File: src/rtl/wb_retire_stage_pkg.sv
// Shared core definitions for the write-back / retire stage: flush-kind encodings,
// the control part of a retire-buffer entry record, and the default CSR number width.
package wb_retire_stage_pkg;

    localparam int unsigned CSR_NUM_W_DEFAULT = 14;

    typedef enum logic [1:0] {
        FlushNone    = 2'b00,
        FlushExc     = 2'b01,
        FlushErtn    = 2'b10,
        FlushRefetch = 2'b11
    } flush_kind_e;

    // Width-independent control fields of an entry record; the DATA_W / CSR_NUM_W
    // payload (pc, result, csr number, csr write data) is appended by the stage.
    typedef struct packed {
        logic        gr_we;
        logic [4:0]  dest;
        logic        csr_re;
        logic        csr_we;
        flush_kind_e flush_kind;
    } entry_ctrl_t;

    // An excepting instruction never touches the CSR file.
    function automatic logic needs_csr(input entry_ctrl_t ctrl);
        return (ctrl.csr_re || ctrl.csr_we) && (ctrl.flush_kind != FlushExc);
    endfunction

endpackage

File: src/rtl/retire_fifo.sv
// In-order circular retire buffer with per-entry valid bits, wrapping head/tail
// pointers and an occupancy counter. A flush empties the buffer in one edge.
module retire_fifo #(
    parameter int unsigned DEPTH = 2,
    parameter int unsigned WIDTH = 8
) (
    input  logic                     clk,
    input  logic                     resetn,
    input  logic                     push,
    input  logic [WIDTH-1:0]         push_data,
    input  logic                     pop,
    input  logic                     flush,
    output logic                     head_valid,
    output logic [WIDTH-1:0]         head_data,
    output logic [$clog2(DEPTH):0]   occupancy
);

    localparam int unsigned PTR_W = $clog2(DEPTH);

    logic [PTR_W-1:0] head_q, head_d;
    logic [PTR_W-1:0] tail_q, tail_d;
    logic [DEPTH-1:0] valid_q, valid_d;
    logic [PTR_W:0]   count_q, count_d;
    logic [WIDTH-1:0] mem_q [DEPTH];

    // Next-state for pointers, valid bits and occupancy; flush wins over push/pop.
    always_comb begin
        head_d  = head_q;
        tail_d  = tail_q;
        valid_d = valid_q;
        count_d = count_q;
        if (flush) begin
            head_d  = '0;
            tail_d  = '0;
            valid_d = '0;
            count_d = '0;
        end else begin
            // Pop before push so a full buffer can refill the slot it frees.
            if (pop) begin
                valid_d[head_q] = 1'b0;
                head_d          = head_q + PTR_W'(1);
            end
            if (push) begin
                valid_d[tail_q] = 1'b1;
                tail_d          = tail_q + PTR_W'(1);
            end
            case ({push, pop})
                2'b10:   count_d = count_q + (PTR_W + 1)'(1);
                2'b01:   count_d = count_q - (PTR_W + 1)'(1);
                default: count_d = count_q;
            endcase
        end
    end

    // Control state with asynchronous clear.
    always_ff @(posedge clk or negedge resetn) begin
        if (!resetn) begin
            head_q  <= '0;
            tail_q  <= '0;
            valid_q <= '0;
            count_q <= '0;
        end else begin
            head_q  <= head_d;
            tail_q  <= tail_d;
            valid_q <= valid_d;
            count_q <= count_d;
        end
    end

    // Payload storage needs no reset; valid bits qualify every read.
    always_ff @(posedge clk) begin
        if (push && !flush) begin
            mem_q[tail_q] <= push_data;
        end
    end

    assign head_valid = valid_q[head_q];
    assign head_data  = mem_q[head_q];
    assign occupancy  = count_q;

endmodule

File: src/rtl/wb_retire_stage.sv
// Write-back / retire stage: buffers instructions from MEM in order, performs the
// CSR handshake for the head entry, writes the GPR file and raises pipeline flushes.
// Optional feature: define WB_RETIRE_DEBUG_EN to add the debug_wb_* trace outputs.
module wb_retire_stage
    import wb_retire_stage_pkg::*;
#(
    parameter int unsigned DEPTH     = 2,
    parameter int unsigned DATA_W    = 32,
    parameter int unsigned CSR_NUM_W = CSR_NUM_W_DEFAULT
) (
    input  logic                     clk,
    input  logic                     resetn,
    input  logic                     ms2ws_valid,
    output logic                     ws_allowin,
    input  logic [DATA_W-1:0]        ms_pc,
    input  logic                     ms_gr_we,
    input  logic [4:0]               ms_dest,
    input  logic [DATA_W-1:0]        ms_result,
    input  logic                     ms_csr_re,
    input  logic                     ms_csr_we,
    input  logic [CSR_NUM_W-1:0]     ms_csr_num,
    input  logic [DATA_W-1:0]        ms_csr_wdata,
    input  logic [1:0]               ms_flush_kind,
    output logic                     csr_req,
    output logic [CSR_NUM_W-1:0]     csr_num,
    output logic                     csr_we,
    output logic [DATA_W-1:0]        csr_wdata,
    input  logic                     csr_ready,
    input  logic [DATA_W-1:0]        csr_rvalue,
    output logic                     rf_we,
    output logic [4:0]               rf_waddr,
    output logic [DATA_W-1:0]        rf_wdata,
    output logic                     ws_reflush,
    output logic [1:0]               ws_flush_kind,
    output logic [DATA_W-1:0]        ws_flush_pc,
    output logic [$clog2(DEPTH):0]   ws_occupancy
`ifdef WB_RETIRE_DEBUG_EN
    ,
    output logic [DATA_W-1:0]        debug_wb_pc,
    output logic [3:0]               debug_wb_rf_we,
    output logic [4:0]               debug_wb_rf_wnum,
    output logic [DATA_W-1:0]        debug_wb_rf_wdata
`endif
);

    localparam int unsigned OCC_W   = $clog2(DEPTH) + 1;
    localparam int unsigned CTRL_W  = $bits(entry_ctrl_t);
    localparam int unsigned ENTRY_W = CTRL_W + 3 * DATA_W + CSR_NUM_W;
    localparam logic [OCC_W-1:0] FULL_CNT = OCC_W'(DEPTH);

    entry_ctrl_t          in_ctrl;
    entry_ctrl_t          head_ctrl;
    logic [ENTRY_W-1:0]   in_entry;
    logic [ENTRY_W-1:0]   head_entry;
    logic [DATA_W-1:0]    head_pc;
    logic [DATA_W-1:0]    head_result;
    logic [DATA_W-1:0]    head_csr_wdata;
    logic [CSR_NUM_W-1:0] head_csr_num;
    logic                 head_valid;
    logic                 retire;
    logic                 flush;
    logic                 accept;
    logic [OCC_W-1:0]     occupancy;

    // Pack the incoming MEM-stage fields into one entry record.
    always_comb begin
        in_ctrl.gr_we      = ms_gr_we;
        in_ctrl.dest       = ms_dest;
        in_ctrl.csr_re     = ms_csr_re;
        in_ctrl.csr_we     = ms_csr_we;
        in_ctrl.flush_kind = flush_kind_e'(ms_flush_kind);
        in_entry           = {in_ctrl, ms_pc, ms_result, ms_csr_num, ms_csr_wdata};
    end

    assign {head_ctrl, head_pc, head_result, head_csr_num, head_csr_wdata} = head_entry;

    retire_fifo #(
        .DEPTH (DEPTH),
        .WIDTH (ENTRY_W)
    ) u_retire_fifo (
        .clk        (clk),
        .resetn     (resetn),
        .push       (accept),
        .push_data  (in_entry),
        .pop        (retire),
        .flush      (flush),
        .head_valid (head_valid),
        .head_data  (head_entry),
        .occupancy  (occupancy)
    );

    // Retire/flush control: head handshake, back-pressure and flush decision.
    always_comb begin
        csr_req    = head_valid && needs_csr(head_ctrl);
        retire     = head_valid && (!csr_req || csr_ready);
        flush      = retire && (head_ctrl.flush_kind != FlushNone);
        // A full buffer still accepts when the head leaves, unless that exit flushes.
        ws_allowin = !flush && ((occupancy < FULL_CNT) || retire);
        accept     = ms2ws_valid && ws_allowin;
    end

    // Register-file write and CSR request payload from the head entry.
    always_comb begin
        rf_we     = retire && head_ctrl.gr_we && (head_ctrl.flush_kind != FlushExc);
        rf_waddr  = head_ctrl.dest;
        rf_wdata  = head_ctrl.csr_re ? csr_rvalue : head_result;
        csr_num   = head_csr_num;
        csr_we    = head_ctrl.csr_we;
        csr_wdata = head_csr_wdata;
    end

    // Flush pulse follows the retiring head; kind reads as none when idle.
    always_comb begin
        ws_reflush    = flush;
        ws_flush_kind = flush ? head_ctrl.flush_kind : FlushNone;
        ws_flush_pc   = head_pc;
    end

    assign ws_occupancy = occupancy;

`ifdef WB_RETIRE_DEBUG_EN
    // Trace of the instruction retiring this cycle.
    always_comb begin
        debug_wb_pc       = head_pc;
        debug_wb_rf_we    = {4{rf_we}};
        debug_wb_rf_wnum  = rf_waddr;
        debug_wb_rf_wdata = rf_wdata;
    end
`endif

endmodule
File: config.mk
export PLATFORM = sky130hd
export DESIGN_NAME = wb_retire_stage
export DESIGN_NICKNAME = d
export VERILOG_FILES = /design/src/rtl/wb_retire_stage_pkg.sv /design/src/rtl/retire_fifo.sv /design/src/rtl/wb_retire_stage.sv
export SDC_FILE = /design/constraint.sdc
export NUM_CORES = 1
export LEC_CHECK = 0
export BUFFER_PORTS_ARGS = -buffer_cell sky130_fd_sc_hd__clkbuf_2
export CORE_MARGIN = 2
export CORE_UTILIZATION = 48
export CTS_BUF_LIST = sky130_fd_sc_hd__clkbuf_4 sky130_fd_sc_hd__clkbuf_8
export DETAILED_ROUTE_END_ITERATION = 10
export PLACE_DENSITY = 0.86
export SETUP_SLACK_MARGIN = 0.2
export SYNTH_ARGS = -nofsm -noshare
export SYNTH_HDL_FRONTEND = slang
export SYNTH_SLANG_ARGS = --single-unit
File: constraint.sdc
create_clock -name clk -period 11.5 [get_ports clk]
set_input_delay 1.725 -clock clk [delete_from_list [all_inputs] [get_ports clk]]
set_output_delay 1.725 -clock clk [all_outputs]
set_load 0.05 [all_outputs]
==> qor.csv, run 1 <==
stage,metric,value,unit
critical_path,R2R depth,7,
detailed_routing,final wirelength,18900,um
finish,antenna fix cells,0,
clocking,clk slew on worst S/H paths,60,ps
clocking,Clock Tree Buf Depth,3,
power,Clock Power Share,0.206,
clocking,postcts setup bufs,0,
power,total power,3.34,mW
global_routing,largest net degree at the start of global routing,70,
global_routing,total grt overflow,0,
flow_run,Max Cap Viol,0,
detailed_routing,drt first pass iters,4,
critical_path,worst r2r src,u_retire_fifo.head_q,
die,DIE AREA,21000,um2
sta,Final min period,5780,ps
power,Sw Share,0.423,
synth,Cell variety after synth,42,
sta,Total Negative Setup Slacks,0,ps
die,Die Width,145,um
clocking,CTS Sinks,246,
die,I/O pins,280,
hold_path,hold path cells,1,
status,outcome,"complete, no violations",
critical_path,Crit path largest cell delay,970,ps
sta,Clock Skews,16.5,ps
critical_path,critical setup path kind,flop to primary output,
hold_path,Hold EP,u_retire_fifo.head_q,
finish,multi-input combinational cell area,2070,um2
finish,area grow syn2layout,25.0,%
sta,Fin. Hold Viols,0,
detailed_routing,routed length per placed instance,17.0,um
placed_design,buffers added on ports,279,
finish,FF/Latch Area,7360,um2
clocking,CTS tree,yes,
critical_path,reg2reg setup slack,6370,ps
die,Core ar.,19500,um2
global_routing,vias in the first global route,5952,
finish,"commonest non-fill, non-tap cell in the layout",clkbuf_2,
clocking,post_cts resized,0,
clocking,"Clk Latency, worst-skew pair",510,ps
detailed_routing,final routed DRC violation total,0,
power,maximum VDD drop,0.200,mV
synth,post-synthesis cell area,9550,um2
synth,Post-Syn Nets,673,
clocking,Root Buffer,clkbuf_8,
die,initial core utilization,0.491,
critical_path,crit path launch type,flop,
die,# rows,51,
global_routing,global-route wire length before repair,29500,um
global_routing,antenna violations before repair,0,
sta,worst slew pin tran,1060,ps
detailed_routing,Iter 0 DRT Violations,258,
global_routing,gr usage total,0.176,
critical_path,element type at the critical path end,primary output,
detailed_routing,Final ANT Viol Nets,0,
sta,fmax,173,MHz
finish,final net count,975,
clocking,Num CTS Buffers,39,
critical_path,Critical-path top delay cell,dfrtp_4,
power,Lkg Pwr,4.57,nW
critical_path,reg-to-reg endpoint,u_retire_fifo.mem_q[0][110],
sta,Max-slew headroom,0.296,
power,pwr dens,280,nW/um2
hold_path,HP Class,flop to flop,
synth,Syn Area/Cell,18.5,um2
finish,FILL cells,1421,
synth,Syn Inst Count,517,
clocking,CTS H-tree lvls,2,
sta,period utilization,0.503,
critical_path,worst endpoint required time,9780,ps
power,sequential share of power,0.383,
synth,#FFs+latches synth,246,
synth,Yosys warnings,0,
detailed_routing,vias after detailed routing,5674,
finish,layout cell share with drive strength beyond 1,0.531,
power,internal power,1.93,mW
critical_path,CP arrival,4050,ps
placed_design,Post-DP HPWL,12400,um
die,die height,145,um
synth,sequential area share after synthesis,0.770,
placed_design,GPL Wtd Cong,0.879,
sta,RSZ-0062 raised after global routing,false,
hold_path,min-delay src,u_retire_fifo.valid_q[1],
sta,Final setup viols,0,
power,Gate power share,0.412,
finish,"commonest non-fill, non-tap cells in the layout","279 x clkbuf_2, 240 x edfxtp_1, 85 x mux2_2, 41 x clkbuf_8, 39 x nor2_1",
critical_path,"Max FO, Critical Path",69,
detailed_routing,routed vias/inst,5.12,
power,Psw,1.41,mW
critical_path,cells along the critical path,buf_4 > nand2b_1 > or3_1 > nand3_1 > a21oi_1 > clkbuf_2,
sta,Slew Limit Fails,0,
clocking,CTS Hold Bufs,0,
[synth_stat cells (all sizes together)]
cell type,count,share of area
edfxtp,240,0.75
mux2,85,0.10
nor2,40,0.016
mux2i,37,0.040
a21oi,36,0.019
buf,20,0.012
dfrtp,6,0.016
nor3,5,0.0031
clkbuf,4,0.0020
nand2,4,0.0018
nand4,4,0.0026
a211oi,3,0.0024
a31oi,3,0.0020
inv,3,0.0012
nand3,3,0.0021
o21ai,3,0.0016
a2111oi,2,0.0031
and2b,2,0.0018
nand2b,2,0.0013
nor2b,2,0.0013
nor4,2,0.0045
or3,2,0.0018
or4,2,0.0020
a311oi,1,0.0016
a32o,1,0.0010
a41oi,1,0.00092
o211ai,1,0.00079
o32ai,1,0.00092
o41ai,1,0.00092
or3b,1,0.0012
[layout make-up]
cell class                 instances  area share
sequential                       246       0.617
multi-input combinational        244       0.173
timing repair buffer             285       0.121
clock buffer                      57      0.0573
tap                              265      0.0278
clock inverter                     8     0.00304
inverter                           3    0.000944
[per-layer routing]
layer  track usage  part of all wire  vias to the layer above
li1              -                 -                     2637
met1         0.198              0.38                     2721
met2         0.302              0.50                      253
met3        0.0610             0.080                       63
met4        0.0802             0.040                        0
met5             0                 0                        -
[power by group through the flow]
stage	Combinational (mW)	Clock, mW	Sequential, mW
5_1_grt	1.45	0.744	1.30
3_3_place_gp	1.37	0	1.29
6_report	1.38	0.688	1.28
4_1_cts	1.39	0.708	1.28
2_1_floorplan	1.13	0	1.29
3_5_place_dp	1.38	0	1.30
[worst max-delay path by stage]
stage | from | cells after the start | endpoint | slack (ps)
3_3_place_gp | u_retire_fifo.head_q | 6 | ws_allowin | 6360
5_1_grt | u_retire_fifo.head_q | 6 | ws_allowin | 5490
6_report | u_retire_fifo.head_q | 6 | ws_allowin | 5720
2_1_floorplan | csr_ready | 4 | u_retire_fifo.mem_q[0][0] | 1190
3_5_place_dp | u_retire_fifo.head_q | 6 | ws_allowin | 6350
4_1_cts | u_retire_fifo.head_q | 6 | ws_allowin | 5730
[metrics by stage]
| step | instance area, um2 | utilization | setup WS, ps | std cells | hold slack [ps] |
|---|---|---|---|---|---|
| after floorplan | 9550 | - | 1190 | 517 | 469 |
| after global placement | 11200 | 0.576 | 6360 | 1043 | 508 |
| after detailed placement | 11200 | 0.576 | 6350 | 1043 | 500 |
| after CTS | 11900 | 0.613 | 5730 | 1108 | 513 |
| after global routing | 11900 | 0.613 | 5490 | 1108 | 562 |
| final | 11900 | 0.613 | 5720 | 1108 | 516 |
[critical path, delay by kind of cell, from the launching register on]
family / cells / cell delay (ps)
AO/OA/AOI/OAI: 1 / 120
buffers and inverters: 2 / 1130
flip-flops: 1 / 970
AND/OR/NAND/NOR: 3 / 1120
[flip-flops by register name, summed over array words and instances (netlist names)]
| register | cells |
|---|---|
| u_retire_fifo.mem_q | 240 |
| u_retire_fifo.occupancy | 2 |
| u_retire_fifo.head_q | 1 |
| u_retire_fifo.tail_q | 1 |
| u_retire_fifo.valid_q | 2 |
[cells by family (layout without fill, tap and decap cells)]
| logic type | Yosys count | count (layout) | synth area share |
|---|---|---|---|
| AOI/OAI and AO/OA | 53 | 53 | 0.0341 |
| buffers and inverters | 27 | 353 | 0.0156 |
| DFF | 246 | 246 | 0.770 |
| muxes | 122 | 122 | 0.140 |
| and+or+nand+nor | 69 | 69 | 0.0396 |
(Power assumes the default switching activity.)
==> run 2, diff against run 1 <==
--- a/config.mk
+++ b/config.mk
@@ -5,6 +5,7 @@
 export SDC_FILE = /design/constraint.sdc
 export NUM_CORES = 1
 export LEC_CHECK = 0
+export ABC_AREA = 1
 export BUFFER_PORTS_ARGS = -buffer_cell sky130_fd_sc_hd__clkbuf_2
 export CORE_MARGIN = 2
 export CORE_UTILIZATION = 48
==> constraint.sdc (replaced) <==
create_clock -name clk -period 5.21 [get_ports clk]
set_input_delay 0.7815 -clock clk [delete_from_list [all_inputs] [get_ports clk]]
set_output_delay 0.7815 -clock clk [all_outputs]
set_load 0.05 [all_outputs]
==> run 2 against run 1 <==
  * Critical path depth rose by 1
  * Synthesized cell count increased by 40%
  * Via count grew 13%
  * Largest power group unchanged
==> qor.csv, run 2 <==
stage,metric,value,unit,change
finish,"Core Util, Final",0.626,,+0.0126
synth,Synth Area in Compound Gates,0.0296,,-0.00452
die,Die Width,143,um,-1.2%
clocking,post_cts resized,0,,unchanged
placed_design,Placed Area,11000,um2,-1.7%
synth,post-synthesis cell area,9320,um2,-2.5%
synth,top cell type by total area after synthesis,edfxtp_1,,
critical_path,CP arrival,3070,ps,-980 ps
sta,Clock Skews,12.9,ps,-3.58 ps
finish,register with the most flip-flops,u_retire_fifo.mem_q,,
finish,area grow syn2layout,26.9,%,
sta,Max-slew headroom,0.263,,-0.0332
critical_path,worst endpoint required time,4430,ps,-5350 ps
die,# rows,50,,-2.0%
critical_path,crit path launch type,flop,,
finish,antenna fix cells,0,,unchanged
synth,Post-synth EDFFs,240,,unchanged
status,outcome,"complete, no violations",,
critical_path,element type at the critical path end,primary output,,
power,Sw Share,0.478,,+0.0546
power,sequential share of power,0.341,,-0.042
clocking,Num CTS Buffers,40,,+2.6%
global_routing,total grt overflow,0,,unchanged
clocking,CTS Hold Bufs,0,,unchanged
synth,most numerous cell in the Yosys netlist,nand2_1,,
detailed_routing,routed vias/inst,4.87,,-4.9%
die,initial core utilization,0.493,,+0.00240
synth,post-synthesis xor/xnor area fraction,0.000940,,+0.000940
placed_design,Cells after DPL,1239,,+19%
finish,final net count,1177,,+21%
synth,Synth Flop Type,edfxtp_1,,
detailed_routing,final wirelength,20600,um,+9.3%
detailed_routing,routed length per placed instance,15.7,um,-7.7%
synth,sequential area share after synthesis,0.790,,+0.0194
synth,most frequent cells after synthesis,"338 x nand2_1, 240 x edfxtp_1, 36 x nor2_1, 32 x a31oi_1, 29 x clkbuf_1",,
synth,mux contribution to synthesized area,0,,-0.140
sta,Slew Limit Fails,0,,unchanged
synth,"FFs w/ async S/R, synth",0.0244,,unchanged
power,Clock Power Share,0.195,,-0.011
sta,worst slew pin tran,1110,ps,+49.8 ps
synth,simple-gate portion of the synthesized area,0.159,,+0.120
power,Psw,3.98,mW,+180%
detailed_routing,Final ANT Viol Nets,0,,unchanged
clocking,CTS Sinks,246,,unchanged
finish,max reg flops,240,,unchanged
synth,largest cells by area after synthesis,"edfxtp_1 77%, nand2_1 14%, a31oi_1 2.1%",,
die,Core ar.,18900,um2,-2.9%
finish,layout cell share with drive strength beyond 1,0.344,,-0.187
synth,Syn Area/Cell,12.8,um2,-30%
placed_design,Post-DP HPWL,13800,um,+11%
critical_path,reg2reg setup slack,1850,ps,-4520 ps
synth,largest family of logic cells by synthesized area,simple AND/OR/NAND/NOR gates,,
global_routing,vias in the first global route,6254,,+5.1%
power,total power,8.34,mW,+150%
power,pwr dens,705,nW/um2,+150%
power,Gate power share,0.464,,+0.052
clocking,Clock Tree Buf Depth,3,,unchanged
detailed_routing,drt first pass iters,5,,+1
sta,Final Worst Setup Slack,1360,ps,-4360 ps
power,maximum VDD drop,0.458,mV,+130%
synth,Yosys warnings,0,,unchanged
sta,Total Negative Setup Slacks,0,ps,unchanged
power,Lkg Pwr,5.09,nW,+11%
clocking,clk slew on worst S/H paths,60,ps,about the same
clocking,CTS tree,yes,,
sta,Final min period,3850,ps,
finish,Non-Filler Instances,1312,,+18%
sta,Final setup viols,0,,unchanged
sta,Fin. Hold Viols,0,,unchanged
global_routing,global-route wire length before repair,30300,um,+2.8%
power,internal power,4.36,mW,+130%
flow_run,Max Cap Viol,0,,unchanged
synth,Synth top area share,0.774,,+0.0190
synth,Cell variety after synth,22,,-48%
die,I/O pins,280,,unchanged
synth,#FFs+latches synth,246,,unchanged
detailed_routing,vias after detailed routing,6390,,+13%
critical_path,"Max FO, Critical Path",64,,-7.2%
synth,Post-Synth Adder-Cell Area,0,,unchanged
synth,Post-Syn Nets,881,,+31%
detailed_routing,final routed DRC violation total,0,,unchanged
die,die height,143,um,-1.2%
detailed_routing,Iter 0 DRT Violations,397,,+54%
global_routing,gr usage total,0.193,,+0.0170
placed_design,Setup WS pre-CTS,1820,ps,-4530 ps
global_routing,largest net degree at the start of global routing,100,,+43%
clocking,Root Buffer,clkbuf_8,,
sta,hold_ws,81.8,ps,-434 ps
critical_path,critical setup path kind,flop to primary output,,
sta,fmax,260,MHz,
placed_design,buffers added on ports,279,,unchanged
clocking,postcts setup bufs,0,,unchanged
synth,Syn Inst Count,725,,+40%
placed_design,GPL Wtd Cong,0.833,,-5.2%
hold_path,HP Class,input port to asynchronous set/reset pin,,
sta,period utilization,0.739,,
finish,"commonest non-fill, non-tap cells in the layout","337 x nand2_1, 279 x clkbuf_2, 240 x edfxtp_1, 43 x clkbuf_8, 35 x nor2_1",,
sta,RSZ-0062 raised after global routing,false,,
die,DIE AREA,20500,um2,-2.4%
clocking,CTS H-tree lvls,2,,unchanged
finish,final instance area,11800,um2,-0.92%
clocking,"Clk Latency, worst-skew pair",520,ps,about the same
finish,"commonest non-fill, non-tap cell in the layout",nand2_1,,
global_routing,antenna violations before repair,0,,unchanged
-- run 2: final timing paths --
check | start | to | cells past startpoint
worst max register to register | u_retire_fifo.head_q | u_retire_fifo.mem_q[0][59] | 9
worst max-delay path | u_retire_fifo.head_q | rf_wdata[21] | 7
min in group clk | ms_pc[15] | u_retire_fifo.mem_q[0][93] | 1
max in group asynchronous | resetn | u_retire_fifo.head_q | 1
worst min register to register | u_retire_fifo.valid_q[1] | u_retire_fifo.valid_q[1] | 2
worst min-delay path | resetn | u_retire_fifo.head_q | 1
-- run 2: cells by family after synthesis --
| group | count (synthesis) |
|---|---|
| buf+inv | 50 |
| compound gates | 42 |
| simple gates | 386 |
| flops | 246 |
| xor+xnor | 1 |
-- run 2: cell type report --
type / count / area [um2]
clock buffer: 50 / 644
fill: 1430 / 7070
inverter: 17 / 68.8
tap: 260 / 325
clock inverter: 23 / 154
timing repair buffer: 287 / 1490
sequential: 246 / 7360
multi-input combinational: 429 / 1780
-- run 2: routing by layer --
metal | routed length, um | track usage | share of wire | up-vias
met4 | 849 | 0.0955 | 0.041 | 0
met1 | 7870 | 0.225 | 0.38 | 2959
met5 | 0 | 0 | 0 | -
met3 | 1530 | 0.0510 | 0.074 | 60
li1 | - | - | - | 3089
met2 | 10400 | 0.332 | 0.50 | 282
-- run 2: power groups by stage --
| stage | combinational, mW | sequential (mW) | clock, mW |
|---|---|---|---|
| 2_1_floorplan | 2.92 | 2.90 | 0 |
| 3_3_place_gp | 3.83 | 2.86 | 0 |
| 3_5_place_dp | 3.89 | 2.88 | 0 |
| 4_1_cts | 3.89 | 2.85 | 1.67 |
| 5_1_grt | 4.10 | 2.88 | 1.74 |
| 6_report | 3.86 | 2.84 | 1.63 |
-- run 2: worst max-delay path, cell delays in order (launching register included) --
cell      delay [ps]
dfrtp_4          600
inv_4            490
nand2_1          140
nand2_2          100
buf_4            500
nor2_1           130
a31oi_1          230
clkbuf_2         320
==> run 3, diff against run 2 <==
--- a/config.mk
+++ b/config.mk
@@ -5,7 +5,7 @@
 export SDC_FILE = /design/constraint.sdc
 export NUM_CORES = 1
 export LEC_CHECK = 0
-export ABC_AREA = 1
+export ABC_AREA = 0
 export BUFFER_PORTS_ARGS = -buffer_cell sky130_fd_sc_hd__clkbuf_2
 export CORE_MARGIN = 2
 export CORE_UTILIZATION = 48
==> constraint.sdc (replaced) <==
create_clock -name clk -period 3.35 [get_ports clk]
set_input_delay 0.5025 -clock clk [delete_from_list [all_inputs] [get_ports clk]]
set_output_delay 0.5025 -clock clk [all_outputs]
set_load 0.05 [all_outputs]
==> run 3 against run 2 <==
  * First-iteration DRC count decreased by 39%
  * Clock power increased by 45%
  * Hold slack improved by 89 ps
  * Sequential power increased by 52%
  * Via count decreased by 12%
  * Critical path type unchanged
  * Worst setup slack got worse by 950 ps
  * Wire length decreased by 4.1%
  * Largest power group unchanged
  * Cell area increased by 2.7%
  * Register-to-register slack got worse by 1100 ps
  * Clock skew increased by 1.9 ps
  * Clock-buffer cell count decreased by 1
==> qor.csv, run 3 (synthesis results as in run 1) <==
stage,metric,value,unit,change
status,outcome,"complete, no violations",,
critical_path,Crit. Startpoint,u_retire_fifo.head_q,,
critical_path,element type at the critical path end,primary output,,
critical_path,R2R depth,5,,-4
sta,Final Worst Setup Slack,408,ps,-950 ps
sta,Slew Limit Fails,0,,unchanged
sta,fmax,340,MHz,
clocking,Num CTS Buffers,41,,+2.5%
clocking,CTS H-tree lvls,2,,unchanged
power,pwr dens,962,nW/um2,+37%
global_routing,global-route wire length before repair,30600,um,+0.96%
detailed_routing,vias after detailed routing,5646,,-12%
critical_path,critical setup path kind,flop to primary output,,
power,maximum VDD drop,0.766,mV,+67%
detailed_routing,drt first pass iters,6,,+1
global_routing,gr usage total,0.184,,-0.00855
finish,register with the most flip-flops,u_retire_fifo.mem_q,,
die,die height,145,um,+1.2%
die,DIE AREA,21000,um2,+2.4%
detailed_routing,routed vias/inst,5.04,,+3.4%
die,Die Width,145,um,+1.2%
clocking,Clock Tree Buf Depth,3,,unchanged
global_routing,vias in the first global route,5978,,-4.4%
finish,area grow syn2layout,27.2,%,
sta,period utilization,0.878,,
sta,Clock Skews,14.8,ps,+1.94 ps
critical_path,crit path launch type,flop,,
clocking,Root Buffer,clkbuf_8,,
global_routing,met1 Track Usage GR,0.207,,-0.0181
sta,Max-slew headroom,0.588,,+0.325
finish,"commonest non-fill, non-tap cells in the layout","275 x clkbuf_2, 240 x edfxtp_1, 85 x mux2_2, 41 x clkbuf_8, 38 x nor2_1",,
placed_design,buffers added on ports,279,,unchanged
power,Lkg Pwr,4.61,nW,-9.3%
hold_path,hold path cells,1,,
finish,Non-Filler Instances,1121,,-15%
global_routing,met3 Use GR,0.0692,,+0.0182
clocking,CTS Sinks,246,,unchanged
global_routing,Top Usage Layer GRT,met2,,
sta,Fin. Hold Viols,0,,unchanged
die,# rows,51,,+2.0%
critical_path,worst setup path endpoint,rf_we,,
placed_design,Post-DP HPWL,13100,um,-4.9%
flow_run,Max Cap Viol,0,,unchanged
detailed_routing,Iter 0 DRT Violations,241,,-39%
finish,FILL cells,1431,,+0.070%
finish,multi-input combinational cell area,2100,um2,+18%
critical_path,CP arrival,2440,ps,-630 ps
finish,max reg flops,240,,unchanged
sta,worst slew pin tran,613,ps,-493 ps
sta,RSZ-0062 raised after global routing,false,,
hold_path,HP Class,input port to flop,,
critical_path,reg2reg setup slack,710,ps,-1140 ps
finish,"Core Util, Final",0.624,,-0.00178
placed_design,GPL Wtd Cong,0.810,,-2.8%
detailed_routing,Final ANT Viol Nets,0,,unchanged
global_routing,GR Util met2,0.317,,-0.0145
clocking,CTS tree,yes,,
clocking,"Clk Latency, worst-skew pair",520,ps,about the same
critical_path,"Max FO, Critical Path",17,,-73%
die,Core ar.,19500,um2,+3.0%
sta,Final setup viols,0,,unchanged
sta,hold_ws,171,ps,+89.0 ps
finish,layout cell share with drive strength beyond 1,0.525,,+0.181
finish,"commonest non-fill, non-tap cell in the layout",clkbuf_2,,
die,initial core utilization,0.491,,-0.00240
detailed_routing,final wirelength,19800,um,-4.1%
global_routing,largest net degree at the start of global routing,67,,-33%
placed_design,Cells after DPL,1044,,-16%
critical_path,worst endpoint required time,2850,ps,-1580 ps
detailed_routing,final routed DRC violation total,0,,unchanged
clocking,clk slew on worst S/H paths,60,ps,about the same
die,I/O pins,280,,unchanged
finish,FF/Latch Area,7360,um2,unchanged
finish,final net count,980,,-17%
detailed_routing,routed length per placed instance,17.6,um,+12%
global_routing,antenna violations before repair,1,,+1
critical_path,reg-to-reg endpoint,u_retire_fifo.mem_q[0][104],,
sta,Final min period,2940,ps,
critical_path,worst r2r src,u_retire_fifo.head_q,,
placed_design,Setup WS pre-CTS,645,ps,-1170 ps
global_routing,total grt overflow,0,,unchanged
[run 3: cell type report]
| type | count | share of cell area |
|---|---|---|
| Antenna cell | 1 | 0.000206 |
| Timing Repair Buffer | 288 | 0.132 |
| Sequential cell | 246 | 0.606 |
| Clock inverter | 25 | 0.00917 |
| Multi-Input combinational cell | 244 | 0.173 |
| Clock buffer | 49 | 0.0514 |
| Tap cell | 265 | 0.0273 |
| Inverter | 3 | 0.000927 |
[run 3: where the power goes]
group	switching (mW)	internal (mW)	total [mW]	leakage, nW
clock network	1.12	1.23	2.36	0.378
logic	3.63	1.38	5.02	1.97
registers	0.243	4.07	4.32	2.27
total	5.00	6.69	11.7	4.61
[run 3: how the worst min path moves through the flow]
| stage | slack, ps | end | start |
|---|---|---|---|
| floorplan | 210 | u_retire_fifo.head_q | resetn |
| global placement | 330 | u_retire_fifo.valid_q[1] | resetn |
| detailed placement | 330 | u_retire_fifo.valid_q[1] | resetn |
| CTS | 140 | u_retire_fifo.mem_q[1][83] | ms_pc[5] |
| global route | 130 | u_retire_fifo.mem_q[0][34] | ms_csr_num[2] |
| finish | 170 | u_retire_fifo.mem_q[0][23] | ms_csr_wdata[23] |
[run 3: repair_timing]
action                                  in CTS  in global routing
resized for setup                            2                  0
hold buffers                                 1                  0
buffers inserted                             0                  1
hold endpoints to repair                     6                  0
endpoints found under the setup margin      13                 10
[run 3: stage by stage]
stage / setup TNS (ps) / power, mW / cell area (um2)
final: 0 / 11.7 / 12100
after detailed placement: 0 / 9.38 / 11400
after CTS: 0 / 11.8 / 12100
after global routing: 0 / 12.2 / 12100
after global placement: 0 / 9.28 / 11400
after floorplan: -437690 / 8.27 / 9610
[run 3: worst max-delay path, stage by stage, from the launching register on]
cell,delay (ps)
dfrtp_4,630
nand2b_1,170
or3_1,530
a21oi_1,260
nor3_1,80
clkbuf_2,250
[run 3: metal layers]
metal  up-vias  share of wire
met5         -              0
met3        49          0.086
li1       2665              -
met4         0          0.033
met2       258           0.51
met1      2674           0.37
